`config.mk`:
```
export PLATFORM = sky130hd
export DESIGN_NAME = script_branch_unit
export DESIGN_NICKNAME = d
export VERILOG_FILES = /design/src/rtl/script_branch_unit.sv
export SDC_FILE = /design/constraint.sdc
export NUM_CORES = 1
export LEC_CHECK = 0
export BUFFER_PORTS_ARGS = -buffer_cell sky130_fd_sc_hd__clkbuf_2
export CAP_MARGIN = 5
export CORE_MARGIN = 2
export CORE_UTILIZATION = 40
export DETAILED_ROUTE_END_ITERATION = 10
export PLACE_DENSITY = 0.59
export SETUP_SLACK_MARGIN = 0.1
export SLEW_MARGIN = 30
export SYNTH_ARGS = -nofsm -noshare
export SYNTH_HDL_FRONTEND = slang
export SYNTH_SLANG_ARGS = --single-unit
```
`constraint.sdc`:
```
create_clock -name clk -period 4.1 [get_ports clk]
set_clock_uncertainty 0.1 [all_clocks]
set_input_delay 0.41 -clock clk [delete_from_list [all_inputs] [get_ports clk]]
set_output_delay 0.41 -clock clk [all_outputs]
set_load 0.05 [all_outputs]
```
`src/rtl/script_branch_unit.sv`:
```
// Conditional-branch and wait-for-signal resolver for the kitchen script interpreter.
// Resolves jumpif/jumpifn/loopif/waitfor and returns the next PC through a start/done handshake.
module script_branch_unit #(
  parameter int PC_W        = 8,
  parameter int OFF_W       = 8,
  parameter int SIG_N       = 8,
  parameter int SEL_W       = 3,
  parameter int INSTR_BYTES = 2,
  parameter int TMO_W       = 16
) (
  input  logic             clk,
  input  logic             rst_n,
  input  logic             start,
  input  logic [1:0]       func,
  input  logic [OFF_W-1:0] i_num,
  input  logic [SEL_W-1:0] i_sign,
  input  logic [PC_W-1:0]  current_pc,
  input  logic [SIG_N-1:0] feedback_sig,
  input  logic [TMO_W-1:0] timeout,
  output logic             busy,
  output logic             done,
  output logic [PC_W-1:0]  next_pc,
  output logic             taken,
  output logic             timed_out
);

  localparam int EXT_W = PC_W + OFF_W + 2;
  localparam int SIG_X = ((1 << SEL_W) > SIG_N) ? (1 << SEL_W) : SIG_N;

  localparam logic [1:0] F_JIF  = 2'b00;
  localparam logic [1:0] F_JIFN = 2'b01;
  localparam logic [1:0] F_LOOP = 2'b10;
  localparam logic [1:0] F_WAIT = 2'b11;

  typedef enum logic [1:0] {IDLE, EVAL, WAIT, DONE} state_t;

  state_t           state, state_nxt;
  logic [1:0]       func_q;
  logic [OFF_W-1:0] num_q;
  logic [SEL_W-1:0] sign_q;
  logic [PC_W-1:0]  pc_q;
  logic [TMO_W-1:0] tmo_q;
  logic [TMO_W-1:0] cnt, cnt_nxt;
  logic [PC_W-1:0]  next_pc_nxt;
  logic             taken_nxt, timed_out_nxt;

  logic [SIG_X-1:0] sig_ext;
  logic             sig_sel;
  logic [EXT_W-1:0] pc_ext, step_ext;
  logic [PC_W-1:0]  pc_fall, pc_fwd, pc_back;
  logic             expire;

  // PC arithmetic is done wide, then wrapped modulo 2^PC_W.
  function automatic logic [PC_W-1:0] pc_wrap(input logic [EXT_W-1:0] v);
    return PC_W'(v);
  endfunction

  // Selectors beyond SIG_N land on zero-filled bits, so s reads as 0.
  assign sig_ext  = SIG_X'(feedback_sig);
  assign sig_sel  = sig_ext[sign_q];

  assign pc_ext   = EXT_W'(pc_q);
  assign step_ext = EXT_W'(INSTR_BYTES) * EXT_W'(num_q);
  assign pc_fall  = pc_wrap(pc_ext + EXT_W'(INSTR_BYTES));
  assign pc_fwd   = pc_wrap(pc_ext + step_ext);
  assign pc_back  = pc_wrap(pc_ext - step_ext);

  assign expire   = (tmo_q != '0) && (cnt == tmo_q - TMO_W'(1));

  assign busy     = (state != IDLE);
  assign done     = (state == DONE);

  always_comb begin
    state_nxt     = state;
    next_pc_nxt   = next_pc;
    taken_nxt     = taken;
    timed_out_nxt = timed_out;
    cnt_nxt       = cnt;
    case (state)
      IDLE: if (start) state_nxt = EVAL;
      EVAL: begin
        if (func_q == F_WAIT) begin
          cnt_nxt   = '0;
          state_nxt = WAIT;
        end else begin
          taken_nxt     = (func_q == F_JIFN) ? ~sig_sel : sig_sel;
          timed_out_nxt = 1'b0;
          if (!taken_nxt)            next_pc_nxt = pc_fall;
          else if (func_q == F_LOOP) next_pc_nxt = pc_back;
          else                       next_pc_nxt = pc_fwd;
          state_nxt = DONE;
        end
      end
      WAIT: begin
        // Signal has priority over a simultaneous timeout expiry.
        if (sig_sel) begin
          next_pc_nxt   = pc_fall;
          taken_nxt     = 1'b0;
          timed_out_nxt = 1'b0;
          state_nxt     = DONE;
        end else if (expire) begin
          next_pc_nxt   = pc_fwd;
          taken_nxt     = 1'b1;
          timed_out_nxt = 1'b1;
          state_nxt     = DONE;
        end else if (cnt != '1) begin
          cnt_nxt = cnt + TMO_W'(1);
        end
      end
      DONE:    state_nxt = IDLE;
      default: state_nxt = IDLE;
    endcase
  end

  always_ff @(posedge clk) begin
    if (!rst_n) begin
      state     <= IDLE;
      next_pc   <= '0;
      taken     <= 1'b0;
      timed_out <= 1'b0;
      cnt       <= '0;
    end else begin
      state     <= state_nxt;
      next_pc   <= next_pc_nxt;
      taken     <= taken_nxt;
      timed_out <= timed_out_nxt;
      cnt       <= cnt_nxt;
    end
  end

  // Operands are captured once at acceptance; later input changes are ignored.
  always_ff @(posedge clk) begin
    if (state == IDLE && start) begin
      func_q <= func;
      num_q  <= i_num;
      sign_q <= i_sign;
      pc_q   <= current_pc;
      tmo_q  <= timeout;
    end
  end

endmodule

```
Yosys cells after proc, flatten, opt, wreduce, memory -nomap -nowiden

Cells that the tools add are included.

Memories kept: 0
Register bits: 64
Latch bits: 0
Bits in writable memories: 0
Bits in read-only memories: 0

Mux-type cells: 25
Bitwise operators: 1
Reductions and logical operators: 9
Magnitude comparators: 1
Eq/ne operators: 15
Multipliers: 0
Div/mod/pow operators: 0
Shift-type cells: 0
Add/subtract/negate cells: 5

Operators with widths:

| cell                                                                         | count |
|---|---|
| 16-bit 2-to-1 mux                                                            | 4 |
| 8-bit 2-to-1 mux                                                             | 5 |
| 16-bit one-hot mux with 2 select lines                                       | 1 |
| 16-bit by 1-bit adder with 16-bit output, second input constant              | 1 |
| 16-bit == test                                                               | 1 |
| 16-bit != test, second input constant                                        | 1 |
| 8-bit one-hot mux with 2 select lines                                        | 1 |
| 16-bit nonzero test                                                          | 1 |
| 16-bit by 1-bit subtractor with 16-bit output, second input constant         | 1 |
| 2-bit != test, second input constant                                         | 6 |
| 8-bit by 2-bit adder with 8-bit output, second input constant                | 1 |
| 8-bit adder                                                                  | 1 |
| 2-bit == test, second input constant                                         | 4 |
| 2-bit one-hot mux with 4 select lines                                        | 1 |
| 8-bit subtractor                                                             | 1 |
| 1-bit 2-to-1 mux                                                             | 7 |
| 2-bit 2-to-1 mux                                                             | 3 |
| 5-bit AND reduction                                                          | 1 |
| 2-bit by 1-bit == test with 1-bit output, second input constant              | 2 |
| 3-bit by 4-bit less-than comparator with 1-bit output, second input constant | 1 |
| 1-bit one-hot mux with 2 select lines                                        | 2 |
| 2-bit nonzero test                                                           | 2 |
| 1-bit binary-select mux with 3-bit select                                    | 1 |
| 3-bit != test, second input constant                                         | 1 |
| other kinds (5)                                                              | 6 |

Logic depth before layout (Yosys ltp)

Gate-level depths: netlist of the first run.

Depth in word-level cells: 7
Gate-level depth with buffers: 13
Gate-level depth less buffers: 11

Worst setup path before layout of the first run

No wires, ideal clock.

Path kind: register to register
Start: register tmo_q[0]
End: register next_pc[6]
Setup slack: 740 ps
Arrival: 3,144 ps
Data required time: 3,885 ps
Buffers on the path: 2
Setup time: 115 ps
Period minus slack after synthesis: 3,360 ps
Stages on the path, launching flop included: 13
Path through: edfxtp_1 clkbuf_1 inv_1 ha_1 clkbuf_1 or3b_2 nor3_1 mux2_2 o21ai_0 o2111ai_4 a21o_1 and3_1 a31o_1

Word-level cells in the longest chain between the ends: 5

Ends and longest elaborated chain:

| element                                       | line | source |
|---|---|---|
| start: declaration                            | 42   | `logic [TMO_W-1:0] tmo_q;` |
| start signal: assignment                      | 138  | `tmo_q <= timeout;` |
| 16-bit by 1-bit subtractor with 16-bit output | 68   | `assign expire = (tmo_q != '0) && (cnt == tmo_q - TMO_W'(1));` |
| 16-bit == test                                | 68   |  |
| 1-bit logical AND (*)                         | 68   |  |
| 3-bit != test (no line) (*)                   | -    |  |
| 3-bit AND reduction (no line) (*)             | -    |  |
| end signal: assignment                        | 124  | `next_pc <= next_pc_nxt;` |
| end: declaration                              | 22   | `output logic [PC_W-1:0] next_pc,` |

Every way passes the cells marked *; elsewhere a longest branch is shown, timed or not.
A chain may end at the register's enable or synchronous reset.

Worst setup path after layout of the first run

Ends and elaborated chain as after synthesis.

==> impl_metrics.sql, run 1 <==
INSERT INTO impl_metrics (metric_group, metric, value, unit) VALUES
('logic_synthesis', 'muxShareOfSynthArea', '2.08', '%'),
('logic_synthesis', 'synth.top_cell.area_share', '26.1', '%'),
('pwr', 'internal_power_of_the_cells', '1530', 'uW'),
('global_routing', 'global_route_met2_usage', '28.0', '%'),
('layout', 'finish.net_count', '563', ''),
('logic_synthesis', 'synth-warning-count', '0', ''),
('timing', 'slew-limit-headroom', '42.3', '%'),
('logic_synthesis', 'synth_top_family_by_area', 'simple AND/OR/NAND/NOR gates', ''),
('pwr', 'power.share.combinational', '47.7', '%'),
('logic_synthesis', 'synthesized_net_count', '512', ''),
('clock_tree', 'path_clk_slew', '0.08', 'ns'),
('logic_synthesis', 'number_of_flops_mapped_to_enable_cells_by_yosys', '36', ''),
('routing', 'avgViaCountPerCell', '5.49', ''),
('pwr', 'total_power_divided_by_cell_area', '589', 'nW/um^2'),
('clock_tree', 'post_cts_resize_count', '0', ''),
('outcome', 'run_status', 'finished clean', ''),
('timing', 'max_slew.worst_pin.slew', '0.865', 'ns'),
('routing', 'drt-wirelength-per-cell', '14.8', 'um'),
('logic_synthesis', 'post_synth_instance_area', '4150', 'sq um'),
('setup_path', 'critical_path_class', 'register to register', ''),
('clock_tree', 'max_h_tree_level', '3', ''),
('hold_path', 'min_path_type', 'primary input to register', ''),
('timing', 'number_of_pins_with_negative_max_slew_slack_in_the_final_report', '0', ''),
('setup_path', 'r2r_cells', '10', ''),
('pwr', 'p_total', '2780', 'uW'),
('logic_synthesis', 'ys_seq_elements', '64', ''),
('logic_synthesis', 'synth_compound_gate_area_share', '18.9', '%'),
('setup_path', 'critical_path.max_fanout', '9', ''),
('layout', 'insertedDiodeCount', '0', ''),
('timing', 'hold_ws', '0.124', 'ns'),
('global_routing', 'groute.layer.met1.usage', '22.8', '%'),
('global_routing', 'vias_in_the_first_global_route', '3250', ''),
('floorplan', 'placementRows', '37', ''),
('job', 'timing.max_cap.violations', '0', ''),
('timing', 'setup_viol_count_final', '0', ''),
('timing', 'layout_worst_path_cycle_share', '90.7', '%'),
('logic_synthesis', 'yosysUniqueCellTypes', '68', ''),
('global_routing', 'grt_start_max_net_pins', '37', ''),
('setup_path', 'critPathMaxStageDelay', '0.56', 'ns'),
('routing', 'via_count', '3477', ''),
('hold_path', 'min_delay_worst_endpoint', 'pc_q[6]$_DFFE_PP_', ''),
('layout', 'flow.area_growth_from_synthesis', '13.7', '%'),
('timing', 'fmax', '269', 'MHz'),
('floorplan', 'core_area', '10200', 'sq um'),
('pwr', 'vdd_drop_max', '0.250', 'mV'),
('logic_synthesis', 'post_synth_xor_area_fraction', '6.54', '%'),
('pwr', 'portion_of_total_power_attributed_to_sequential_cells', '35.2', '%'),
('global_routing', 'global_route_wire_length_before_repair', '15400', 'um'),
('timing', 'grt_setup_unrepaired', 'false', ''),
('global_routing', 'grtUsageMet3', '3.90', '%'),
('logic_synthesis', 'synth_simple_gate_area_share', '21.8', '%'),
('layout', 'postLayoutCoreUtil', '46.3', '%'),
('clock_tree', 'cts_num_sinks', '64', ''),
('floorplan', 'dieWidth', '106', 'um'),
('layout', 'post_route_cells_drive_above_1_share', '19.3', '%'),
('timing', 'final-hold-violation-count', '0', ''),
('clock_tree', 'post_cts_hold_buffer_count', '0', ''),
('setup_path', 'r2r_slack', '0.38', 'ns'),
('clock_tree', 'cts_buffers', '9', ''),
('layout', 'layout_common_cells', '58 x clkbuf_2, 36 x edfxtp_1, 30 x nand2_1', ''),
('timing', 'shortest_clock_period_the_worst_path_allows_after_layout', '3.72', 'ns'),
('routing', 'detailedRoute.firstIterationViolations', '201', ''),
('logic_synthesis', 'synth-adder-area-share', '7.30', '%'),
('logic_synthesis', 'post_synth.cell_area_avg', '9.41', 'sq um'),
('setup_path', 'startpoint_kind_of_the_worst_setup_timing_path', 'register', ''),
('global_routing', 'grt_busiest_layer', 'met2', ''),
('setup_path', 'cp-end-kind', 'register', ''),
('clock_tree', 'cts-root-buf', 'clkbuf_8', ''),
('routing', 'detailed_routing_iteration_count_for_the_pre_antenna_repair_pass', '4', ''),
('hold_path', 'timing.hold.worst.start', 'current_pc[6]', ''),
('clock_tree', 'cts_buffer_depth', '2', '');
[synth_stat cells (10+ instances only)]
| library cell | number |
|---|---|
| and3_1 | 11 |
| clkbuf_1 | 17 |
| nor3_1 | 10 |
| xor2_1 | 13 |
| a21oi_1 | 24 |
| edfxtp_1 | 36 |
| o211ai_1 | 10 |
| dfxtp_1 | 28 |
| or3_1 | 10 |
| o21ai_0 | 25 |
| nand3_1 | 26 |
| inv_1 | 21 |
| ha_1 | 21 |
| nor2_1 | 23 |
| xnor2_1 | 18 |
| nand2_1 | 30 |
[how the worst max path moves through the flow]
stage | start | end | cells past startpoint
after global routing | tmo_q[0]$_DFFE_PP_ | next_pc[1]$_SDFFE_PN0P_ | 10
after CTS | tmo_q[0]$_DFFE_PP_ | next_pc[2]$_SDFFE_PN0P_ | 9
final | tmo_q[0]$_DFFE_PP_ | next_pc[6]$_SDFFE_PN0P_ | 10
after floorplan | tmo_q[0]$_DFFE_PP_ | next_pc[6]$_SDFFE_PN0P_ | 12
after detailed placement | tmo_q[0]$_DFFE_PP_ | next_pc[6]$_SDFFE_PN0P_ | 10
after global placement | tmo_q[0]$_DFFE_PP_ | next_pc[6]$_SDFFE_PN0P_ | 10
[per-stage QoR]
step	worst slack [ns]	std cells	cell area (sq um)
final	0.382	633	4720
after global routing	0.200	633	4720
after CTS	0.420	633	4720
after detailed placement	0.438	617	4550
after global placement	0.498	617	4550
after floorplan	0.740	441	4150
[area by class of cell]
type / instances / area, sq um / share of cell area [%]
clock inverters: 6 / 36.3 / 0.769
repair buffers: 60 / 305 / 6.47
multi-input cells: 336 / 2360 / 50.0
flip-flops and latches: 64 / 1640 / 34.8
clock buffers: 10 / 128 / 2.71
well taps: 136 / 170 / 3.61
inverters: 21 / 78.8 / 1.67
[state kept, by name, summed over array words and instances (netlist names)]
name / cells
num_q: 7
sign_q: 3
timed_out: 1
func_q: 2
pc_q: 8
taken: 1
cnt: 16
next_pc: 8
tmo_q: 16
state: 2
[power groups by stage]
stage                     logic (uW)  registers, uW  clock network, uW
after floorplan                  918           1070                  0
after global placement          1310            989                  0
after detailed placement        1320            994                  0
after CTS                       1330            980                489
after global routing            1480            999                511
final                           1320            978                473
[per-layer routing]
layer  vias up  part of all wire, %
met4         0                  1.2
met5         -                    0
li1       1744                    -
met1      1654                   48
met2        70                   47
met3         9                  3.7
[kinds of logic (layout without fill, tap and decap cells)]
group,Yosys count,in the layout
xor+xnor,31,31
buf+inv,41,97
simple gates,163,163
mux,6,6
fa+ha+maj,23,23
compound gates,113,113
flops,64,64
(Power assumes the default switching activity.)
==> run 2: changes to the inputs <==
--- a/config.mk
+++ b/config.mk
@@ -5,6 +5,7 @@
 export SDC_FILE = /design/constraint.sdc
 export NUM_CORES = 1
 export LEC_CHECK = 0
+export ABC_AREA = 1
 export BUFFER_PORTS_ARGS = -buffer_cell sky130_fd_sc_hd__clkbuf_2
 export CAP_MARGIN = 5
 export CORE_MARGIN = 2
==> run 2 against run 1 <==
  * Critical path type unchanged
  * Highest routed layer unchanged
  * Final cell count increased by 29%
  * Final area increased by 11%
  * Clock-buffer cell count increased by 3
  * Routed wire length increased by 12%
  * Combinational power about the same
  * Sequential power decreased by 4.2%
==> impl_metrics.sql, run 2 <==
INSERT INTO impl_metrics (metric_group, metric, value, unit) VALUES
('placement', 'routabilityCongestion', '0.863', ''),
('clock_tree', 'path_clk_slew', '0.06', 'ns'),
('timing', 'fmax', '394', 'MHz'),
('global_routing', 'grt_overflow_total', '0', ''),
('timing', 'slew-limit-headroom', '41.9', '%'),
('setup_path', 'startpoint_kind_of_the_worst_setup_timing_path', 'register', ''),
('logic_synthesis', 'synth.yosys.seq_area_share', '35.9', '%'),
('logic_synthesis', 'synth.top_cell.area_share', '23.6', '%'),
('global_routing', 'antenna_violations_before_repair', '0', ''),
('layout', 'area_of_combinational_cells_with_multiple_inputs', '2510', 'sq um'),
('setup_path', 'critical_path_required', '4.18', 'ns'),
('layout', 'seqCellArea', '1640', 'sq um'),
('floorplan', 'core_area', '11300', 'sq um'),
('global_routing', 'global_route_wire_length_before_repair', '17800', 'um'),
('pwr', 'power.leakage', '0.00230', 'uW'),
('layout', 'post_route_cells_drive_above_1_share', '18.4', '%'),
('layout', 'layout_common_cells', '148 x nand2_1, 76 x inv_1, 67 x nor2_1', ''),
('placement', 'post-place-cells', '801', ''),
('logic_synthesis', 'netlist_top_cells_count', '148 x nand2_1, 76 x inv_1, 67 x nor2_1', ''),
('floorplan', 'dieWidth', '111', 'um'),
('layout', 'finish.net_count', '740', ''),
('setup_path', 'critical_path_class', 'register to register', ''),
('logic_synthesis', 'synth_largest_area_cell', 'edfxtp_1', ''),
('setup_path', 'slowest_stage', 'dfxtp_1', ''),
('routing', 'detailed_routing_iteration_count_for_the_pre_antenna_repair_pass', '7', ''),
('timing', 'fin_setup_tns', '0', 'ns'),
('routing', 'via_count', '3988', ''),
('routing', 'detailedRoute.firstIterationViolations', '184', ''),
('logic_synthesis', 'yosysUniqueCellTypes', '39', ''),
('floorplan', 'ioPinCount', '60', ''),
('clock_tree', 'clock_insertion_delay_worst_skew', '0.33', 'ns'),
('clock_tree', 'post_cts_buffers', '0', ''),
('logic_synthesis', 'post_synth.cell_area_avg', '7.43', 'sq um'),
('setup_path', 'worstSetupStartpoint', 'cnt[0]$_SDFFE_PN0P_', ''),
('logic_synthesis', 'post_synth_instance_area', '4580', 'sq um'),
('logic_synthesis', 'post_synth_main_area_contributors', 'edfxtp_1 24%, dfxtp_1 12%, nand2_1 12%', ''),
('clock_tree', 'cts_buffer_depth', '2', ''),
('setup_path', 'critical_path.cell_chain', 'ha_1 > nand2_1 > nor3_2 > nand3_1 > nor4_1 > nor2_2 > nand2_4 > nand2_4 > nand2_1 > a21oi_1', ''),
('logic_synthesis', 'synthesized_net_count', '687', ''),
('setup_path', 'critPathMaxStageDelay', '0.45', 'ns'),
('setup_path', 'worst_ep_arrival_time', '2.62', 'ns'),
('routing', 'drc_errors', '0', ''),
('floorplan', 'dieArea', '12300', 'sq um'),
('logic_synthesis', 'synth_cells', '616', ''),
('clock_tree', 'max_h_tree_level', '3', ''),
('routing', 'finalWirelength', '10400', 'um'),
('layout', 'final_cell_area', '5260', 'sq um'),
('layout', 'layout.cells.non_filler', '817', ''),
('logic_synthesis', 'most_frequent_cell_after_synthesis', 'nand2_1', ''),
('floorplan', 'dieHeight', '111', 'um'),
('logic_synthesis', 'synth_async_reset_ratio', '0', '%'),
('clock_tree', 'cts_num_sinks', '64', ''),
('layout', 'flow.area_growth_from_synthesis', '14.9', '%'),
('layout', 'insertedDiodeCount', '0', ''),
('setup_path', 'critical_path.max_fanout', '17', ''),
('job', 'timing.max_cap.violations', '0', ''),
('layout', 'largestRegisters', 'cnt x16, tmo_q x16', ''),
('global_routing', 'grt_use_total', '17.5', '%'),
('placement', 'placement.setup.worst_slack', '1.54', 'ns'),
('placement', 'hpwlAfterDp', '7850', 'um'),
('timing', 'max_slew.worst_pin.slew', '0.871', 'ns'),
('setup_path', 'cp-end-kind', 'register', ''),
('setup_path', 'worst_path_dominant_cell_family', 'simple AND/OR/NAND/NOR gates', ''),
('setup_path', 'r2r_cells', '10', ''),
('routing', 'final_antenna_net_count', '0', ''),
('clock_tree', 'post_cts_resize_count', '0', ''),
('logic_synthesis', 'ys_seq_elements', '64', ''),
('logic_synthesis', 'synth-warning-count', '0', ''),
('hold_path', 'min_delay_path_depth', '1', ''),
('global_routing', 'vias_in_the_first_global_route', '3715', ''),
('timing', 'shortest_clock_period_the_worst_path_allows_after_layout', '2.54', 'ns'),
('setup_path', 'worst_r2r_startpoint', 'cnt[0]$_SDFFE_PN0P_', ''),
('timing', 'final-hold-violation-count', '0', ''),
('clock_tree', 'post_cts_hold_buffer_count', '0', ''),
('hold_path', 'timing.hold.worst.start', 'timeout[10]', ''),
('timing', 'number_of_pins_with_negative_max_slew_slack_in_the_final_report', '0', ''),
('clock_tree', 'cts-root-buf', 'clkbuf_16', ''),
('timing', 'setup_viol_count_final', '0', ''),
('clock_tree', 'cts_buffers', '9', ''),
('routing', 'avgViaCountPerCell', '4.88', ''),
('timing', 'final.setup.worst_slack', '1.56', 'ns'),
('hold_path', 'min_path_type', 'primary input to register', ''),
('logic_synthesis', 'synth_top_flop_cell', 'edfxtp_1', ''),
('pwr', 'p_total', '3050', 'uW'),
('clock_tree', 'cts_tree', 'yes', ''),
('pwr', 'vdd_drop_max', '0.292', 'mV'),
('placement', 'port_buffers', '58', ''),
('timing', 'grt_setup_unrepaired', 'false', ''),
('logic_synthesis', 'number_of_flops_mapped_to_enable_cells_by_yosys', '36', ''),
('layout', 'mostFrequentLayoutCell', 'nand2_1', ''),
('floorplan', 'placementRows', '39', ''),
('global_routing', 'grt_start_max_net_pins', '37', ''),
('pwr', 'total_power_divided_by_cell_area', '580', 'nW/um^2'),
('routing', 'drt-wirelength-per-cell', '12.8', 'um'),
('timing', 'layout_worst_path_cycle_share', '62.0', '%'),
('layout', 'final.fill_count', '1118', ''),
('placement', 'dpl-instance-area', '4960', 'sq um'),
('outcome', 'run_status', 'finished clean', ''),
('floorplan', 'floorplan.initialDensity', '40.6', '%'),
('setup_path', 'worstPathBufferInverterCount', '0', ''),
('setup_path', 'crit_cells', '10', '');
==> run 2: changes by cell type after synthesis, moves of 15 or more <==
cell | previous run | this run
nand2_1 | 30 | 148
nor2_1 | 23 | 67
nand3_1 | 26 | 55
inv_1 | 21 | 76
xor2_1 | 13 | 28
==> run 2: logic make-up (layout without fill, tap and decap cells) <==
family,count (synthesis),in the layout,share of synthesized area [%]
AO/OA/AOI/OAI,62,62,8.09
XOR/XNOR,35,35,6.70
adder cells (fa/ha/maj),23,23,6.62
buffers and inverters,102,160,9.24
flip-flops,64,64,35.9
AND/OR/NAND/NOR,330,330,33.5
==> run 2: area by class of cell <==
| type | instances | area share, % |
|---|---|---|
| clock inverter | 3 | 0.762 |
| tap | 143 | 3.40 |
| timing repair buffer | 61 | 5.95 |
| clock buffer | 13 | 4.95 |
| sequential | 64 | 31.2 |
| inverter | 83 | 5.93 |
| multi-input combinational | 450 | 47.8 |
==> run 2: metal layers <==
layer / vias to the layer above / wire length, um / global-route usage [%] / share of wire [%]
met4: 0 / 127 / 5.83 / 1.2
met3: 12 / 552 / 3.34 / 5.3
li1: 2090 / - / - / -
met1: 1782 / 5400 / 25.7 / 52
met5: - / 0 / 0 / 0
met2: 104 / 4370 / 25.9 / 42
==> run 2: where the power goes <==
| part | total (uW) | internal (uW) | leakage (uW) | switching (uW) |
|---|---|---|---|---|
| clock network | 783 | 502 | 0.000150 | 281 |
| logic | 1330 | 396 | 0.00158 | 934 |
| registers | 937 | 831 | 0.000568 | 105 |
==> run 2: metrics by stage <==
step | util (%) | hold slack, ns
CTS | 46.6 | 0.144
finish | 46.6 | 0.150
global placement | 44.0 | 0.356
global route | 46.6 | 0.145
floorplan | - | 0.381
detailed placement | 44.0 | 0.352
==> run 2: final timing paths <==
path	slack, ns	endpoint
worst min register to register	0.36	next_pc[1]$_SDFFE_PN0P_
worst min-delay path	0.15	tmo_q[10]$_DFFE_PP_
worst max-delay path	1.56	cnt[3]$_SDFFE_PN0P_
worst max register to register	1.56	cnt[3]$_SDFFE_PN0P_
==> run 3: changes to the inputs <==
==> constraint.sdc (replaced) <==
create_clock -name clk -period 2.6 [get_ports clk]
set_clock_uncertainty 0.1 [all_clocks]
set_input_delay 0.26 -clock clk [delete_from_list [all_inputs] [get_ports clk]]
set_output_delay 0.26 -clock clk [all_outputs]
set_load 0.05 [all_outputs]
==> run 3 against run 2 <==
  * Flip-flop and latch count stayed put
  * Sequential share of layout area down 2.3 points
  * Routed wire length up 6.0%
  * Final area increased by 7.9%
  * First-iteration DRC count rose by 12%
  * Hold slack worse by 0.15 ns
  * Final cell count grew 4.9%
  * Critical path depth up 4
==> impl_metrics.sql, run 3 (synthesis gave the netlist of run 2 again) <==
INSERT INTO impl_metrics (metric_group, metric, value, unit) VALUES
('outcome', 'run_status', 'finished clean', ''),
('layout', 'mostFrequentLayoutCell', 'nand2_1', ''),
('placement', 'placement.setup.worst_slack', '0.168', 'ns'),
('routing', 'via_count', '4226', ''),
('setup_path', 'reg2reg_capture_point', 'next_pc[5]$_SDFFE_PN0P_', ''),
('timing', 'final-hold-violation-count', '0', ''),
('setup_path', 'worst_r2r_startpoint', 'pc_q[1]$_DFFE_PP_', ''),
('setup_path', 'critical_path_required', '2.76', 'ns'),
('routing', 'detailedRoute.firstIterationViolations', '206', ''),
('global_routing', 'antenna_violations_before_repair', '0', ''),
('setup_path', 'critPathMaxStageDelay', '0.42', 'ns'),
('timing', 'slew-limit-headroom', '42.5', '%'),
('timing', 'final.setup.worst_slack', '0.301', 'ns'),
('setup_path', 'startpoint_kind_of_the_worst_setup_timing_path', 'register', ''),
('floorplan', 'core_area', '11300', 'sq um'),
('clock_tree', 'cts_buffer_depth', '2', ''),
('setup_path', 'r2r_slack', '0.30', 'ns'),
('global_routing', 'grt_overflow_total', '0', ''),
('clock_tree', 'cts_buffers', '9', ''),
('setup_path', 'crit_end', 'next_pc[5]$_SDFFE_PN0P_', ''),
('setup_path', 'critical_path.cell_chain', 'ha_2 > inv_1 > fa_1 > inv_1 > nand3_1 > nand3_1 > nand2_1 > o21ai_1 > inv_1 > nand2_1 > nand3_1 > nand2_1 > nand3_1 > a21oi_1', ''),
('timing', 'layout_worst_path_cycle_share', '88.4', '%'),
('setup_path', 'worst_ep_arrival_time', '2.45', 'ns'),
('layout', 'finish.net_count', '780', ''),
('setup_path', 'r2r_cells', '14', ''),
('layout', 'post_route_cells_drive_above_1_share', '19.6', '%'),
('global_routing', 'grt_start_max_net_pins', '37', ''),
('setup_path', 'worstSetupStartpoint', 'pc_q[1]$_DFFE_PP_', ''),
('timing', 'grt_setup_unrepaired', 'false', ''),
('placement', 'port_buffers', '58', ''),
('timing', 'fin_setup_tns', '0', 'ns'),
('pwr', 'total_power_divided_by_cell_area', '865', 'nW/um^2'),
('timing', 'max_slew.worst_pin.slew', '0.862', 'ns'),
('timing', 'setup_viol_count_final', '0', ''),
('clock_tree', 'max_h_tree_level', '3', ''),
('setup_path', 'cpMostUsedCell', 'nand3_1', ''),
('floorplan', 'dieArea', '12300', 'sq um'),
('routing', 'drc_errors', '0', ''),
('floorplan', 'dieWidth', '111', 'um'),
('clock_tree', 'cts_tree', 'yes', ''),
('layout', 'flow.area_growth_from_synthesis', '23.9', '%'),
('routing', 'final_antenna_net_count', '0', ''),
('layout', 'insertedDiodeCount', '0', ''),
('pwr', 'power.leakage', '0.00248', 'uW'),
('timing', 'shortest_clock_period_the_worst_path_allows_after_layout', '2.30', 'ns'),
('routing', 'avgViaCountPerCell', '4.93', ''),
('timing', 'fmax', '435', 'MHz'),
('global_routing', 'grt_use_total', '18.3', '%'),
('floorplan', 'dieHeight', '111', 'um'),
('layout', 'layout_common_cells', '147 x nand2_1, 75 x inv_1, 67 x nor2_1', ''),
('floorplan', 'ioPinCount', '60', ''),
('setup_path', 'cp-end-kind', 'register', ''),
('floorplan', 'placementRows', '39', ''),
('timing', 'number_of_pins_with_negative_max_slew_slack_in_the_final_report', '0', ''),
('clock_tree', 'path_clk_slew', '0.06', 'ns'),
('clock_tree', 'cts-root-buf', 'clkbuf_16', ''),
('hold_path', 'min_path_type', 'primary input to register', ''),
('layout', 'final_cell_area', '5670', 'sq um'),
('layout', 'largestRegisters', 'cnt x16, tmo_q x16', ''),
('setup_path', 'slowest_stage', 'fa_1', ''),
('hold_path', 'timing.hold.worst.start', 'timeout[7]', ''),
('placement', 'hpwlAfterDp', '8030', 'um'),
('global_routing', 'vias_in_the_first_global_route', '4018', ''),
('floorplan', 'floorplan.initialDensity', '40.6', '%'),
('routing', 'drt-wirelength-per-cell', '12.9', 'um'),
('pwr', 'vdd_drop_max', '0.414', 'mV'),
('clock_tree', 'clock_insertion_delay_worst_skew', '0.34', 'ns'),
('placement', 'routabilityCongestion', '0.884', ''),
('routing', 'detailed_routing_iteration_count_for_the_pre_antenna_repair_pass', '5', ''),
('placement', 'dpl-instance-area', '5010', 'sq um'),
('global_routing', 'global_route_wire_length_before_repair', '18500', 'um'),
('job', 'timing.max_cap.violations', '0', ''),
('setup_path', 'critical_path_class', 'register to register', ''),
('clock_tree', 'cts_num_sinks', '64', ''),
('setup_path', 'critical_path.max_fanout', '4', ''),
('routing', 'finalWirelength', '11100', 'um');
## run 3: routing by layer
| layer | vias to the layer above | global-route usage (%) | routed length, um |
|---|---|---|---|
| met5 | - | 0 | 0 |
| met4 | 0 | 7.17 | 193 |
| met3 | 16 | 3.44 | 511 |
| met2 | 102 | 28.1 | 4850 |
| met1 | 1934 | 25.4 | 5520 |
| li1 | 2174 | - | - |
## run 3: where the power goes
part	switching (uW)	internal [uW]	leakage (uW)	total, uW
clock network	436	758	0.000144	1190
logic	1510	720	0.00176	2230
registers	165	1310	0.000568	1480
total	2110	2790	0.00248	4900
## run 3: area by class of cell
type | instances | area, sq um
Sequential cell | 64 | 1640
Fill cell | 1092 | 5600
Clock inverter | 5 | 47.5
Multi-Input combinational cell | 450 | 2550
Clock buffer | 11 | 243
Timing Repair Buffer | 101 | 696
Inverter | 83 | 312
Tap cell | 143 | 179
## run 3: critical path: cells and delay by family (launching register included)
family,cells,cell delay (ns)
compound gates,2,0.29
simple gates,7,0.56
flops,1,0.40
fa+ha+maj,2,0.66
buf+inv,3,0.21
## run 3: through the flow
stage / hold WS [ns] / instances / utilization, % / total power, uW
6_report: 0.000635 / 857 / 50.3 / 4900
5_1_grt: 0.00226 / 857 / 50.3 / 5240
4_1_cts: 0.000318 / 848 / 49.3 / 4860
3_5_place_dp: 0.339 / 806 / 44.4 / 3630
3_3_place_gp: 0.336 / 806 / 44.4 / 3580
2_1_floorplan: 0.259 / 616 / - / 3150
## run 3: worst min path at each step
stage,to,cells after the start
floorplan,func_q[0]$_DFFE_PP_,0
global placement,tmo_q[6]$_DFFE_PP_,1
detailed placement,tmo_q[9]$_DFFE_PP_,1
CTS,tmo_q[13]$_DFFE_PP_,1
global route,num_q[2]$_DFFE_PP_,1
finish,tmo_q[7]$_DFFE_PP_,1
## run 3: what timing repair did
action / 4_1_cts / 5_1_grt
gates resized for setup: 0 / 10
buffers inserted: 0 / 7
setup endpoints to repair: 0 / 25
hold buffers: 26 / 2
endpoints found under the hold margin: 26 / 2
